## src/rtl/idma_obi_write_ot_pkg.sv

```systemverilog
// Bus geometry and command type shared by the OBI write manager and its tracker.
package idma_obi_write_ot_pkg;

  localparam int unsigned DataWidth   = 32;
  localparam int unsigned AddrWidth   = 32;
  localparam int unsigned LenWidth    = 8;
  localparam int unsigned StrbWidth   = DataWidth / 8;
  localparam int unsigned OffsetWidth = $clog2(StrbWidth);

  // len counts remaining beats minus one, so the final beat sits at zero
  typedef struct packed {
    logic [AddrWidth-1:0] addr;
    logic [LenWidth-1:0]  len;
    logic [StrbWidth-1:0] first_be;
    logic [StrbWidth-1:0] last_be;
  } cmd_t;

endpackage

```

## src/rtl/idma_obi_wr_tracker.sv

```systemverilog
// In-order response tracker: counts rvalids per command, folds errors and
// queues one completion per command.
module idma_obi_wr_tracker
  import idma_obi_write_ot_pkg::*;
#(
  parameter int unsigned CmdDepth = 2
) (
  input  logic                clk_i,
  input  logic                rst_i,
  input  logic                push_i,
  input  logic [LenWidth-1:0] len_i,
  input  logic                rvalid_i,
  input  logic                err_i,
  input  logic                rsp_ready_i,
  output logic                rsp_valid_o,
  output logic                rsp_err_o
);

  localparam int unsigned PtrWidth = (CmdDepth > 1) ? $clog2(CmdDepth) : 1;
  localparam int unsigned CntWidth = $clog2(CmdDepth + 1);

  logic [LenWidth-1:0] len_mem [CmdDepth];
  logic [CmdDepth-1:0] err_mem;
  logic [PtrWidth-1:0] len_wr_q, len_rd_q, res_wr_q, res_rd_q;
  logic [CntWidth-1:0] res_cnt_q;
  logic [LenWidth-1:0] beat_cnt_q;
  logic                err_q;
  logic                err_acc, cmd_done, rsp_pop;

  function automatic logic [PtrWidth-1:0] ptr_inc(input logic [PtrWidth-1:0] p);
    return (p == PtrWidth'(CmdDepth - 1)) ? '0 : p + PtrWidth'(1);
  endfunction

  assign err_acc     = err_q | err_i;
  assign cmd_done    = rvalid_i && (beat_cnt_q == len_mem[len_rd_q]);
  assign rsp_valid_o = (res_cnt_q != '0);
  assign rsp_err_o   = err_mem[res_rd_q];
  assign rsp_pop     = rsp_valid_o && rsp_ready_i;

  always_ff @(posedge clk_i) begin
    if (rst_i) begin
      len_wr_q   <= '0;
      len_rd_q   <= '0;
      res_wr_q   <= '0;
      res_rd_q   <= '0;
      res_cnt_q  <= '0;
      beat_cnt_q <= '0;
      err_q      <= 1'b0;
      err_mem    <= '0;
    end else begin
      if (push_i) len_wr_q <= ptr_inc(len_wr_q);
      if (cmd_done) begin
        len_rd_q          <= ptr_inc(len_rd_q);
        res_wr_q          <= ptr_inc(res_wr_q);
        err_mem[res_wr_q] <= err_acc;
        beat_cnt_q        <= '0;
        err_q             <= 1'b0;
      end else if (rvalid_i) begin
        beat_cnt_q <= beat_cnt_q + LenWidth'(1);
        err_q      <= err_acc;
      end
      if (rsp_pop) res_rd_q <= ptr_inc(res_rd_q);
      case ({cmd_done, rsp_pop})
        2'b10:   res_cnt_q <= res_cnt_q + CntWidth'(1);
        2'b01:   res_cnt_q <= res_cnt_q - CntWidth'(1);
        default: ;
      endcase
    end
  end

  always_ff @(posedge clk_i) begin
    if (push_i) len_mem[len_wr_q] <= len_i;
  end

endmodule

```

## src/rtl/idma_obi_write_ot.sv

```systemverilog
// OBI write manager: splits commands into word beats with first/last byte
// enables, keeps several beats outstanding and reports one completion per command.
module idma_obi_write_ot
  import idma_obi_write_ot_pkg::*;
#(
  parameter int unsigned NumOutstanding  = 4,
  parameter int unsigned CmdDepth        = 2,
  parameter bit          MaskInvalidData = 1'b1
) (
  input  logic                 clk_i,
  input  logic                 rst_i,
  input  logic [AddrWidth-1:0] cmd_addr_i,
  input  logic [LenWidth-1:0]  cmd_len_i,
  input  logic [StrbWidth-1:0] cmd_first_be_i,
  input  logic [StrbWidth-1:0] cmd_last_be_i,
  input  logic                 cmd_valid_i,
  output logic                 cmd_ready_o,
  input  logic [DataWidth-1:0] buf_data_i,
  input  logic [StrbWidth-1:0] buf_valid_i,
  output logic [StrbWidth-1:0] buf_ready_o,
  output logic                 obi_req_o,
  input  logic                 obi_gnt_i,
  output logic [AddrWidth-1:0] obi_addr_o,
  output logic                 obi_we_o,
  output logic [StrbWidth-1:0] obi_be_o,
  output logic [DataWidth-1:0] obi_wdata_o,
  input  logic                 obi_rvalid_i,
  input  logic                 obi_err_i,
  output logic                 rsp_valid_o,
  input  logic                 rsp_ready_i,
  output logic                 rsp_err_o,
  output logic                 busy_o
);

  // state | meaning
  // IDLE  | nothing to issue; takes a command while occupancy allows
  // ISSUE | issuing the beats of the latched command

  localparam int unsigned OutWidth = $clog2(NumOutstanding + 1);
  localparam int unsigned OccWidth = $clog2(CmdDepth + 1);

  typedef enum logic {IDLE, ISSUE} state_e;

  state_e               state_q, state_d;
  cmd_t                 cmd_q, cmd_d;
  logic                 first_q, first_d, hold_q;
  logic [OutWidth-1:0]  out_q;
  logic [OccWidth-1:0]  occ_q;
  logic [StrbWidth-1:0] beat_be;
  logic                 last_beat, beat_ok, grant, accept, rsp_hs;

  always_comb begin
    last_beat = (cmd_q.len == '0);
    unique case ({first_q, last_beat})
      2'b11:   beat_be = cmd_q.first_be & cmd_q.last_be;
      2'b10:   beat_be = cmd_q.first_be;
      2'b01:   beat_be = cmd_q.last_be;
      default: beat_be = '1;
    endcase

    // once raised, req is held by hold_q regardless of later buffer/credit changes
    beat_ok     = ((buf_valid_i & beat_be) == beat_be) && (out_q < OutWidth'(NumOutstanding));
    obi_req_o   = (state_q == ISSUE) && (hold_q || beat_ok);
    grant       = obi_req_o && obi_gnt_i;
    cmd_ready_o = (occ_q < OccWidth'(CmdDepth)) && ((state_q == IDLE) || (grant && last_beat));
    accept      = cmd_valid_i && cmd_ready_o;
    buf_ready_o = grant ? beat_be : '0;

    state_d = state_q;
    cmd_d   = cmd_q;
    first_d = first_q;
    if (grant) begin
      cmd_d.addr = cmd_q.addr + AddrWidth'(StrbWidth);
      cmd_d.len  = cmd_q.len - LenWidth'(1);
      first_d    = 1'b0;
      if (last_beat) state_d = IDLE;
    end
    if (accept) begin
      cmd_d.addr     = cmd_addr_i & ~AddrWidth'(StrbWidth - 1);
      cmd_d.len      = cmd_len_i;
      cmd_d.first_be = cmd_first_be_i;
      cmd_d.last_be  = cmd_last_be_i;
      first_d        = 1'b1;
      state_d        = ISSUE;
    end
  end

  always_comb begin
    obi_wdata_o = buf_data_i;
    for (int i = 0; i < StrbWidth; i++) begin
      if (MaskInvalidData && !beat_be[i]) obi_wdata_o[8*i +: 8] = 8'h00;
    end
  end

  assign obi_addr_o = cmd_q.addr;
  assign obi_be_o   = beat_be;
  assign obi_we_o   = 1'b1;
  assign rsp_hs     = rsp_valid_o && rsp_ready_i;
  assign busy_o     = (occ_q != '0);

  always_ff @(posedge clk_i) begin
    if (rst_i) begin
      state_q <= IDLE;
      cmd_q   <= '0;
      first_q <= 1'b0;
      hold_q  <= 1'b0;
      out_q   <= '0;
      occ_q   <= '0;
    end else begin
      state_q <= state_d;
      cmd_q   <= cmd_d;
      first_q <= first_d;
      hold_q  <= obi_req_o && !obi_gnt_i;
      case ({grant, obi_rvalid_i})
        2'b10:   out_q <= out_q + OutWidth'(1);
        2'b01:   out_q <= out_q - OutWidth'(1);
        default: ;
      endcase
      case ({accept, rsp_hs})
        2'b10:   occ_q <= occ_q + OccWidth'(1);
        2'b01:   occ_q <= occ_q - OccWidth'(1);
        default: ;
      endcase
    end
  end

  // occupancy also bounds the tracker, so its queues never overflow
  idma_obi_wr_tracker #(
    .CmdDepth (CmdDepth)
  ) i_tracker (
    .clk_i       (clk_i),
    .rst_i       (rst_i),
    .push_i      (accept),
    .len_i       (cmd_len_i),
    .rvalid_i    (obi_rvalid_i),
    .err_i       (obi_err_i),
    .rsp_ready_i (rsp_ready_i),
    .rsp_valid_o (rsp_valid_o),
    .rsp_err_o   (rsp_err_o)
  );

  assert property (@(posedge clk_i) disable iff (rst_i) !(obi_rvalid_i && (out_q == '0)));

endmodule

```

## config.mk

```make
export PLATFORM = sky130hd
export DESIGN_NAME = idma_obi_write_ot
export DESIGN_NICKNAME = d
export VERILOG_FILES = /design/src/rtl/idma_obi_write_ot_pkg.sv /design/src/rtl/idma_obi_wr_tracker.sv /design/src/rtl/idma_obi_write_ot.sv
export SDC_FILE = /design/constraint.sdc
export NUM_CORES = 1
export LEC_CHECK = 0
export CAP_MARGIN = 20
export CORE_MARGIN = 2
export CORE_UTILIZATION = 40
export DETAILED_ROUTE_END_ITERATION = 8
export GPL_ROUTABILITY_DRIVEN = 0
export PLACE_DENSITY = 0.72
export SYNTH_ARGS = -nofsm -noshare
export SYNTH_HDL_FRONTEND = slang
export SYNTH_SLANG_ARGS = --single-unit
```

## constraint.sdc

```tcl
create_clock -name clk_i -period 3.8 [get_ports clk_i]
set_input_delay 0.95 -clock clk_i [delete_from_list [all_inputs] [get_ports clk_i]]
set_output_delay 0.95 -clock clk_i [all_outputs]
set_load 0.03 [all_outputs]
```

# After elaboration in Yosys (flattened, before gate mapping)
# Memory sizes are Yosys's and may differ from the RTL's. A register that Yosys moved wholly into a read port is not among the register bits.
# Index checks and enable logic that the tools add are counted.
[classes]
add_sub_neg = 13
n_lt_le_gt_ge = 5
n_eq_ne = 11
mux = 29
bitwise = 4
n_reduce_logical = 24
[ops]
columns = ["op", "count"]
rows = [
  ["$mux W48", 1],
  ["$mux W40", 1],
  ["$add A32 B3 Y32 const B", 1],
  ["$mux W8", 4],
  ["$mux W1", 16],
  ["$reduce_bool A2 Y1", 7],
  ["$pmux W4 S3", 1],
  ["$eq A2 B2 Y1 const B", 5],
  ["$logic_and A1 B1 Y1", 10],
  ["$add A8 B1 Y8 const B", 1],
  ["$and A4 B4 Y4", 2],
  ["$eq A2 B1 Y1 const B", 4],
  ["$eq A8 B8 Y1", 1],
  ["$logic_not A8 Y1", 1],
  ["$pmux W2 S2", 2],
  ["$sub A8 B1 Y8 const B", 1],
  ["$pmux W3 S2", 1],
  ["$add A1 B1 Y1 const B", 4],
  ["$add A2 B1 Y2 const B", 2],
  ["$eq A4 B4 Y1", 1],
  ["$lt A1 B2 Y1 const B", 2],
  ["$mux W4", 1],
  ["$reduce_or A2 Y1", 2],
  ["$sub A2 B1 Y2 const B", 2],
  ["other kinds (12)", 13],
]
[totals]
ff_bits = 73
ramBits = 16
inputBits = 91
output_inout_bits = 78
wordCells = 105
memories = 1
[mem_list]
columns = ["memory", "depth", "word_bits", "rd", "rd_clocked_by_memory_dff", "wr", "line", "rtl"]
rows = [
  ["i_tracker.len_mem", 2, 8, 1, 1, 1, "idma_obi_wr_tracker.sv:22", "logic [LenWidth-1:0] len_mem [CmdDepth];"],
]

# Depth between registers and ports, before layout
# Gate-level depths: netlist of the first run.
[depth]
word_depth = 15
ltp_mapped = 14
ltp_nobuf = 13

# Hierarchy
# Synthesis of the first run repeated with hierarchy kept, for this count alone.
[unflattened]
cells_unflattened = 556
area_unflattened_um2 = 4969.8
[modules_own_cells]
columns = ["mod", "n_inst", "cells_per_inst", "area_per_inst_um2", "seq_area_each_um2"]
rows = [
  ["idma_obi_write_ot", 1, 438, 3509.6, 1081.0],
  ["idma_obi_wr_tracker", 1, 118, 1460.2, 840.8],
]

# Worst setup path after synthesis of the first run
# Ideal clock, no wire load.
[synth_path]
path_type = "input to output"
start = "input buf_valid_i[0]"
end = "output buf_ready_o[1]"
t_arrival_ps = 2402
t_required_ps = 2850
path_slack_ps = 448
path_stages = 7
path_buffers = 1
path_cell_list = "inv_1 -> a221oi_1 -> o21a_2 -> a21o_1 -> buf_4 -> inv_2 -> nor3_1"
[synth_via]
elab_chain_cells = 7
[synth_lines]
columns = ["item", "line", "rtl"]
rows = [
  ["from (decl)", "idma_obi_write_ot.sv:19", "input logic [StrbWidth-1:0] buf_valid_i,"],
  ["$and A4 B4 Y4", "idma_obi_write_ot.sv:62", "beat_ok = ((buf_valid_i & beat_be) == beat_be) && (out_q < OutWidth'(NumOutstanding));"],
  ["$eq A4 B4 Y1", "idma_obi_write_ot.sv:62", ""],
  ["$logic_and A1 B1 Y1", "idma_obi_write_ot.sv:62", ""],
  ["$logic_or A1 B1 Y1", "idma_obi_write_ot.sv:63", "obi_req_o = (state_q == ISSUE) && (hold_q || beat_ok);"],
  ["$logic_and A1 B1 Y1", "idma_obi_write_ot.sv:63", ""],
  ["$logic_and A1 B1 Y1", "idma_obi_write_ot.sv:64", "grant = obi_req_o && obi_gnt_i;"],
  ["$mux W4", "idma_obi_write_ot.sv:67", "buf_ready_o = grant ? beat_be : '0;"],
  ["to (decl)", "idma_obi_write_ot.sv:20", "output logic [StrbWidth-1:0] buf_ready_o,"],
]
# No other way between the ends.

# Final worst setup path of the first run
[layout_path]
start = "register cmd_q[9] (netlist name)"
end = "output obi_wdata_o[28]"
[layout_via]
elab_chain_cells = 4
word_cells_on_any_way = 6
classes_between = "3 x eq/ne; 2 x mux; 1 x reduce/logical"
[layout_lines]
columns = ["item", "line", "rtl"]
rows = [
  ["from (decl)", "idma_obi_write_ot.sv:45", "cmd_t cmd_q, cmd_d;"],
  ["from (signal assigned)", "idma_obi_write_ot.sv:111", "cmd_q <= cmd_d;"],
  ["$logic_not A8 Y1 (*)", "idma_obi_write_ot.sv:53", "last_beat = (cmd_q.len == '0);"],
  ["$eq A2 B1 Y1 / $eq A2 B2 Y1 (equally long branches)", "idma_obi_write_ot.sv:54", "unique case ({first_q, last_beat})"],
  ["$pmux W4 S3 (*)", "idma_obi_write_ot.sv:54", ""],
  ["$mux W8 (*)", "idma_obi_write_ot.sv:91", "if (MaskInvalidData && !beat_be[i]) obi_wdata_o[8*i +: 8] = 8'h00;"],
  ["to (decl)", "idma_obi_write_ot.sv:26", "output logic [DataWidth-1:0] obi_wdata_o,"],
]
# Every way passes the cells marked *; elsewhere a longest branch is shown, timed or not.

==> results.sh, run 1 <==
export IMPL_holdCritPathClass="reg -> reg"
export IMPL_post_dp_hpwl_um=9600
export IMPL_netlist_top_cell_by_area="dfxtp_1"
export IMPL_start_kind="flip-flop"
export IMPL_rsz0062_at_grt="false"
export IMPL_die_w_um=116
export IMPL_cts_clk_slew_worst_paths_ns=0.06
export IMPL_grt_overflow=0
export IMPL_drive_gt1_share_pct=11.5
export IMPL_ys_warn_count=0
export IMPL_maxClockFrequency_ghz=0.277
export IMPL_critical_path_depth=7
export IMPL_cts_root_buf="clkbuf_16"
export IMPL_worstPathArrival_ns=2.67
export IMPL_synth_top_area_share_pct=28.9
export IMPL_crit_path_end_kind="primary output"
export IMPL_dieHeight_um=116
export IMPL_clock_skew_ns=0.00492
export IMPL_vias_per_cell=5.03
export IMPL_utilization_pct=57.1
export IMPL_core_area_um2=12100
export IMPL_clock_latency_ns=0.33
export IMPL_grt_pass1_vias=4208
export IMPL_cts_sinks=88
export IMPL_synth_mux_area_share_pct=2.23
export IMPL_synth_compound_area_share_pct=14.3
export IMPL_die_area_um2=13400
export IMPL_slew_violations=0
export IMPL_place_inst=831
export IMPL_hold_end="cmd_q[2]"
export IMPL_dpl_instance_area_um2=6540
export IMPL_finalWirelength_um=12900
export IMPL_reg2reg_to="cmd_q[10]"
export IMPL_row_count=40
export IMPL_nets=772
export IMPL_synth_simple_area_share_pct=24.5
export IMPL_drtIter0Drc=144
export IMPL_ys_ff_latch=88
export IMPL_ys_seq_area_share_pct=38.5
export IMPL_synthTopCellsByArea="dfxtp_1 29%, edfxtp_1 9.6%, a211oi_2 7.5%, nor2_1 5.3%, buf_4 5.1%"
export IMPL_path_cells="inv_1, ha_1, nor4b_4, nand2_1, o21a_1, and2_1, clkdlybuf4s50_1"
export IMPL_ff2ff_setup_slack_ns=0.60
export IMPL_antenna_found_initial=0
export IMPL_holdPathStages=2
export IMPL_yosys_area_share_xor_xnor_pct=9.65
export IMPL_cts_hold_buffers=0
export IMPL_design_area_um2=6920
export IMPL_finalHoldViolations=0
export IMPL_critPathBufInv=2
export IMPL_reg2reg_depth=12
export IMPL_ant_nets=0
export IMPL_peakVddDrop_v=0.000286
export IMPL_io_buffers=163
export IMPL_mostFrequentLayoutCells="135 x clkdlybuf4s50_1, 72 x dfxtp_1, 71 x nor2_1"
export IMPL_h_tree_depth=3
export IMPL_first_pass_iters=4
export IMPL_synthDistinctLibCells=56
export IMPL_synth_area_um2=4990
export IMPL_reg2reg_from="cmd_q[9]"
export IMPL_p_per_area_nw_per_um2=438
export IMPL_routedWlPerCell_um=15.2
export IMPL_grt_pass1_wl_um=20500
export IMPL_stdcell_count=847
export IMPL_crit_type="reg -> out"
export IMPL_cp_max_fo=10
export IMPL_min_period_over_period_pct=95.1
export IMPL_drc=0
export IMPL_crit_family="simple AND/OR/NAND/NOR gates"
export IMPL_grt_usage_pct=19.0
export IMPL_status="complete, no violations"
export IMPL_ys_async_sr_fraction_pct=0
export IMPL_syn_area_per_cell_um2=9.17
export IMPL_cts_inserted_buffers=9
export IMPL_fin_hold_ws_ns=0.459
export IMPL_synth_top_family_by_area="simple AND/OR/NAND/NOR gates"
export IMPL_critPathMaxStageDelay_ns=0.58
export IMPL_grt_max_degree=62
export IMPL_maxCapViolations=0
export IMPL_synthAdderAreaFrac_pct=1.91
export IMPL_cp_required_ns=2.85
export IMPL_cts_buffer_depth=2
export IMPL_synthCells=544
export IMPL_dr_total_vias=4258
export IMPL_setup_violations=0
export IMPL_synth_edff_count=16
export IMPL_area_growth_pct=38.6
export IMPL_cts_setup_buffers=0
export IMPL_ioPinCount=169
export IMPL_fin_setup_tns_ns=0
export IMPL_p_leak_nw=2.68
export IMPL_finalCriticalPeriod_ns=3.62
export IMPL_yosys_most_used_dff="dfxtp_1"
export IMPL_tightest_slew_ns=0.936
export IMPL_final_common_cell="clkdlybuf4s50_1"
export IMPL_n_antenna_cell=0
export IMPL_hold_start="cmd_q[2]"
export IMPL_cts_tree="built"
export IMPL_slowest_stage="clkdlybuf4s50_1"
export IMPL_max_slew_margin_rel_pct=37.6
export IMPL_start_util_pct=41.2
report_power, final:
part | total, mW | internal (mW) | switching (mW)
Clock | 0.925 | 0.573 | 0.353
Sequential | 1.12 | 1.04 | 0.0854
Combinational | 0.984 | 0.440 | 0.544
Total | 3.03 | 2.05 | 0.982
worst register-to-register path, delay by kind of cell, from the launching register on:
kind	cells	cell delay, ns
AOI/OAI and AO/OA	3	0.99
buffers and inverters	4	0.86
adders and majority gates	1	0.25
and+or+nand+nor	4	0.60
DFF	1	0.42
layout make-up:
cell class / count / area [µm²]
clock buffers: 10 / 229
clock inverters: 6 / 83.8
fillers: 1125 / 5200
inverters: 14 / 52.6
multi-input cells: 387 / 2650
flip-flops and latches: 88 / 1920
well taps: 168 / 210
repair buffers: 174 / 1770
per-layer routing:
layer	up-vias	routed length [µm]	part of all wire (%)	track usage [%]
li1	2124	-	-	-
met1	2046	5840	45	25.5
met2	82	6520	51	31.0
met3	6	476	3.7	4.65
met4	0	65	0.50	4.68
met5	-	0	0	0
Yosys cell counts (2+ instances only):
cell,n
nor2b_1,2
nor3b_1,2
mux2i_1,10
nor3_1,14
inv_2,2
buf_4,34
a31oi_1,3
nor2_1,71
dfxtp_1,72
a211oi_2,30
xnor2_1,28
o21ai_0,9
nand2b_1,2
nor4b_1,5
a311oi_2,2
and4_1,6
ha_1,6
o21a_1,2
edfxtp_1,16
and3_1,8
nand4_1,10
xor2_1,27
nor4_1,7
a21oi_1,17
inv_1,12
a311o_1,2
nand4b_1,2
or3_1,5
a41oi_1,2
buf_2,6
nand2_1,38
o311a_1,4
nand3_1,10
buf_6,5
clkbuf_1,10
conb_1,2
and2_1,39
or2_2,4
how the worst max path moves through the flow:
stage                        start         endpoint  slack [ns]
global placement    buf_valid_i[2]      cmd_ready_o        0.21
global route              cmd_q[9]  obi_wdata_o[28]       0.002
finish                    cmd_q[9]  obi_wdata_o[28]        0.18
floorplan           buf_valid_i[0]   buf_ready_o[1]        0.45
CTS                       cmd_q[9]   obi_wdata_o[4]        0.15
detailed placement  buf_valid_i[0]   buf_ready_o[0]        0.19
state kept, by name, summed over array words and instances (netlist names), 2 cells and up, named ones only:
register and flops:
i_tracker.res_cnt_q 2, occ_q 2, i_tracker.len_mem 16, obi_addr_o 30, i_tracker.err_mem 2, cmd_q 16, i_tracker.beat_cnt_q 8, out_q 3
repair_timing:
item,CTS,global route
setup endpoints to repair,10,21
pin swaps,0,0
endpoints found under the hold margin,0,0
gates resized for setup,1,21
per-stage QoR:
stage	setup slack, ns	power (mW)
after global placement	0.213	2.11
after floorplan	0.448	1.77
final	0.184	3.03
after global routing	0.00176	3.17
after detailed placement	0.193	2.13
after CTS	0.147	3.07
logic make-up after synthesis:
| kind of cell | Yosys count |
|---|---|
| compound gates | 79 |
| mux | 11 |
| other cells | 2 |
| flops | 88 |
| simple gates | 232 |
| fa+ha+maj | 7 |
| buf+inv | 70 |
| xor+xnor | 55 |
Power figures use the tool's default switching activity.
==> inputs of run 2 (changes only) <==
--- a/config.mk
+++ b/config.mk
@@ -6,11 +6,14 @@
 export NUM_CORES = 1
 export LEC_CHECK = 0
 export CAP_MARGIN = 20
-export CORE_MARGIN = 2
-export CORE_UTILIZATION = 40
+export CELL_PAD_IN_SITES_DETAIL_PLACEMENT = 1
+export CELL_PAD_IN_SITES_GLOBAL_PLACEMENT = 1
+export CORE_MARGIN = 3
+export CORE_UTILIZATION = 34
 export DETAILED_ROUTE_END_ITERATION = 8
 export GPL_ROUTABILITY_DRIVEN = 0
-export PLACE_DENSITY = 0.72
+export PLACE_DENSITY_LB_ADDON = 0.1
+export SLEW_MARGIN = 20
 export SYNTH_ARGS = -nofsm -noshare
 export SYNTH_HDL_FRONTEND = slang
 export SYNTH_SLANG_ARGS = --single-unit
==> results.sh, run 2 (synthesis gave the netlist of run 1 again) <==
export IMPL_status="complete, no violations"
export IMPL_total_power_mw=2.94
export IMPL_grt_usage_pct=17.5
export IMPL_crit_family="compound AO/OA/AOI/OAI gates"
export IMPL_row_count=43
export IMPL_ff2ff_setup_slack_ns=0.59
export IMPL_maxCapViolations=0
export IMPL_tightest_slew_ns=0.822
export IMPL_final_common_cell="clkdlybuf4s50_1"
export IMPL_grt_overflow=0
export IMPL_first_pass_iters=4
export IMPL_dieHeight_um=127
export IMPL_cts_sinks=88
export IMPL_mostFrequentLayoutCells="155 x clkdlybuf4s50_1, 72 x dfxtp_1, 70 x nor2_1"
export IMPL_crit_path_end_kind="primary output"
export IMPL_drc=0
export IMPL_drive_gt1_share_pct=12.2
export IMPL_combPwrFrac_pct=34.0
export IMPL_slowest_stage="or4b_1"
export IMPL_path_cells="inv_1, ha_1, or4b_1, a311oi_1, o21a_2, a21o_1, buf_4, and2_1, buf_4"
export IMPL_cts_root_buf="clkbuf_16"
export IMPL_post_dp_hpwl_um=10900
export IMPL_startpoint="cmd_q[8]"
export IMPL_maxClockFrequency_ghz=0.276
export IMPL_grt_pass1_wl_um=22900
export IMPL_start_kind="flip-flop"
export IMPL_dr_total_vias=4304
export IMPL_routedWlPerCell_um=16.6
export IMPL_finalCriticalPeriod_ns=3.62
export IMPL_sw_frac_of_total_pct=34.4
export IMPL_setup_violations=0
export IMPL_largest_reg_flops=30
export IMPL_critPathMaxStageDelay_ns=0.50
export IMPL_reg2reg_depth=14
export IMPL_cts_clk_slew_worst_paths_ns=0.07
export IMPL_grt_max_degree=40
export IMPL_die_w_um=127
export IMPL_fillers=1627
export IMPL_p_leak_nw=2.42
export IMPL_worstPathArrival_ns=2.67
export IMPL_cts_buffer_depth=2
export IMPL_io_buffers=163
export IMPL_cts_tree="built"
export IMPL_finalHoldViolations=0
export IMPL_p_seq_share_pct=38.2
export IMPL_cts_inserted_buffers=9
export IMPL_die_area_um2=16200
export IMPL_finalWirelength_um=14300
export IMPL_ant_nets=0
export IMPL_cp_required_ns=2.85
export IMPL_grt_pass1_vias=4538
export IMPL_clock_skew_ns=0.00976
export IMPL_max_slew_margin_rel_pct=44.5
export IMPL_min_period_over_period_pct=95.2
export IMPL_power_internal_mw=1.93
export IMPL_nets=775
export IMPL_worstSetupEndpoint="buf_ready_o[3]"
export IMPL_critPathBufInv=3
export IMPL_slew_violations=0
export IMPL_holdCritPathClass="reg -> reg"
export IMPL_crit_type="reg -> out"
export IMPL_netSwitchingPower_mw=1.01
export IMPL_pwr_share_clk_pct=27.8
export IMPL_peakVddDrop_v=0.000200
export IMPL_p_per_area_nw_per_um2=429
export IMPL_n_antenna_cell=0
export IMPL_ioPinCount=169
export IMPL_cts_hold_buffers=0
export IMPL_cp_common_cell="buf_4"
export IMPL_fin_setup_tns_ns=0
export IMPL_start_util_pct=35.4
export IMPL_critical_path_depth=9
export IMPL_vias_per_cell=4.99
export IMPL_cp_max_fo=5
export IMPL_area_growth_pct=37.3
export IMPL_antenna_found_initial=0
export IMPL_drtIter0Drc=217
export IMPL_clock_latency_ns=0.35
export IMPL_h_tree_depth=3
export IMPL_core_area_um2=14100
export IMPL_reg2reg_to="out_q[2]"
export IMPL_reg2reg_from="cmd_q[8]"
[run 2: area by class of cell]
type	count	area [µm²]	share of cell area (%)
sequential	88	1920	28.0
clock buffer	11	233	3.40
timing repair buffer	177	1730	25.3
clock inverter	5	33.8	0.493
multi-input combinational	387	2650	38.7
inverter	14	53.8	0.785
tap	180	225	3.29
[run 2: per-stage QoR]
step / area (µm²) / setup WS (ns) / hold slack, ns / cells / utilization, %
floorplan: 4990 / 0.448 / 0.429 / 545 / -
global placement: 6560 / 0.219 / 0.440 / 845 / 46.5
detailed placement: 6560 / 0.194 / 0.447 / 845 / 46.5
CTS: 6840 / 0.0835 / 0.455 / 861 / 48.5
global route: 6850 / -0.00116 / 0.481 / 862 / 48.6
finish: 6850 / 0.183 / 0.452 / 862 / 48.6
[run 2: timing repair]
item,4_1_cts,5_1_grt
resized for setup,1,3
hold endpoints to repair,0,0
endpoints found under the setup margin,24,24
setup buffers,0,1
[run 2: how the worst min path moves through the flow]
stage	to	depth (start not counted)	slack [ns]	from
global placement	i_tracker.err_q	2	0.44	i_tracker.err_q
floorplan	i_tracker.err_q	2	0.43	i_tracker.err_q
global route	cmd_q[5]	2	0.48	cmd_q[5]
detailed placement	cmd_q[5]	2	0.45	cmd_q[5]
CTS	cmd_q[5]	2	0.46	cmd_q[5]
finish	cmd_q[5]	2	0.45	cmd_q[5]
[run 2: per-layer routing]
layer	up-vias	wire length (µm)	GRT usage, %
met3	18	545	3.72
met2	94	7240	30.5
met5	-	0	0
li1	2126	-	-
met1	2066	6240	21.3
met4	0	297	6.56
[run 2: power by group through the flow]
| stage | Combinational (mW) | Clock, mW | Sequential, mW |
|---|---|---|---|
| after CTS | 1.01 | 0.844 | 1.12 |
| final | 1.00 | 0.816 | 1.12 |
| after floorplan | 0.657 | 0 | 1.12 |
| after global placement | 0.980 | 0 | 1.14 |
| after global routing | 1.07 | 0.885 | 1.14 |
| after detailed placement | 0.999 | 0 | 1.14 |
[run 2: tightest hold or removal path, stage by stage, from the launching register on]
cell	delay [ns]
dfxtp_1	0.31
nand2_1	0.05
a21oi_1	0.05
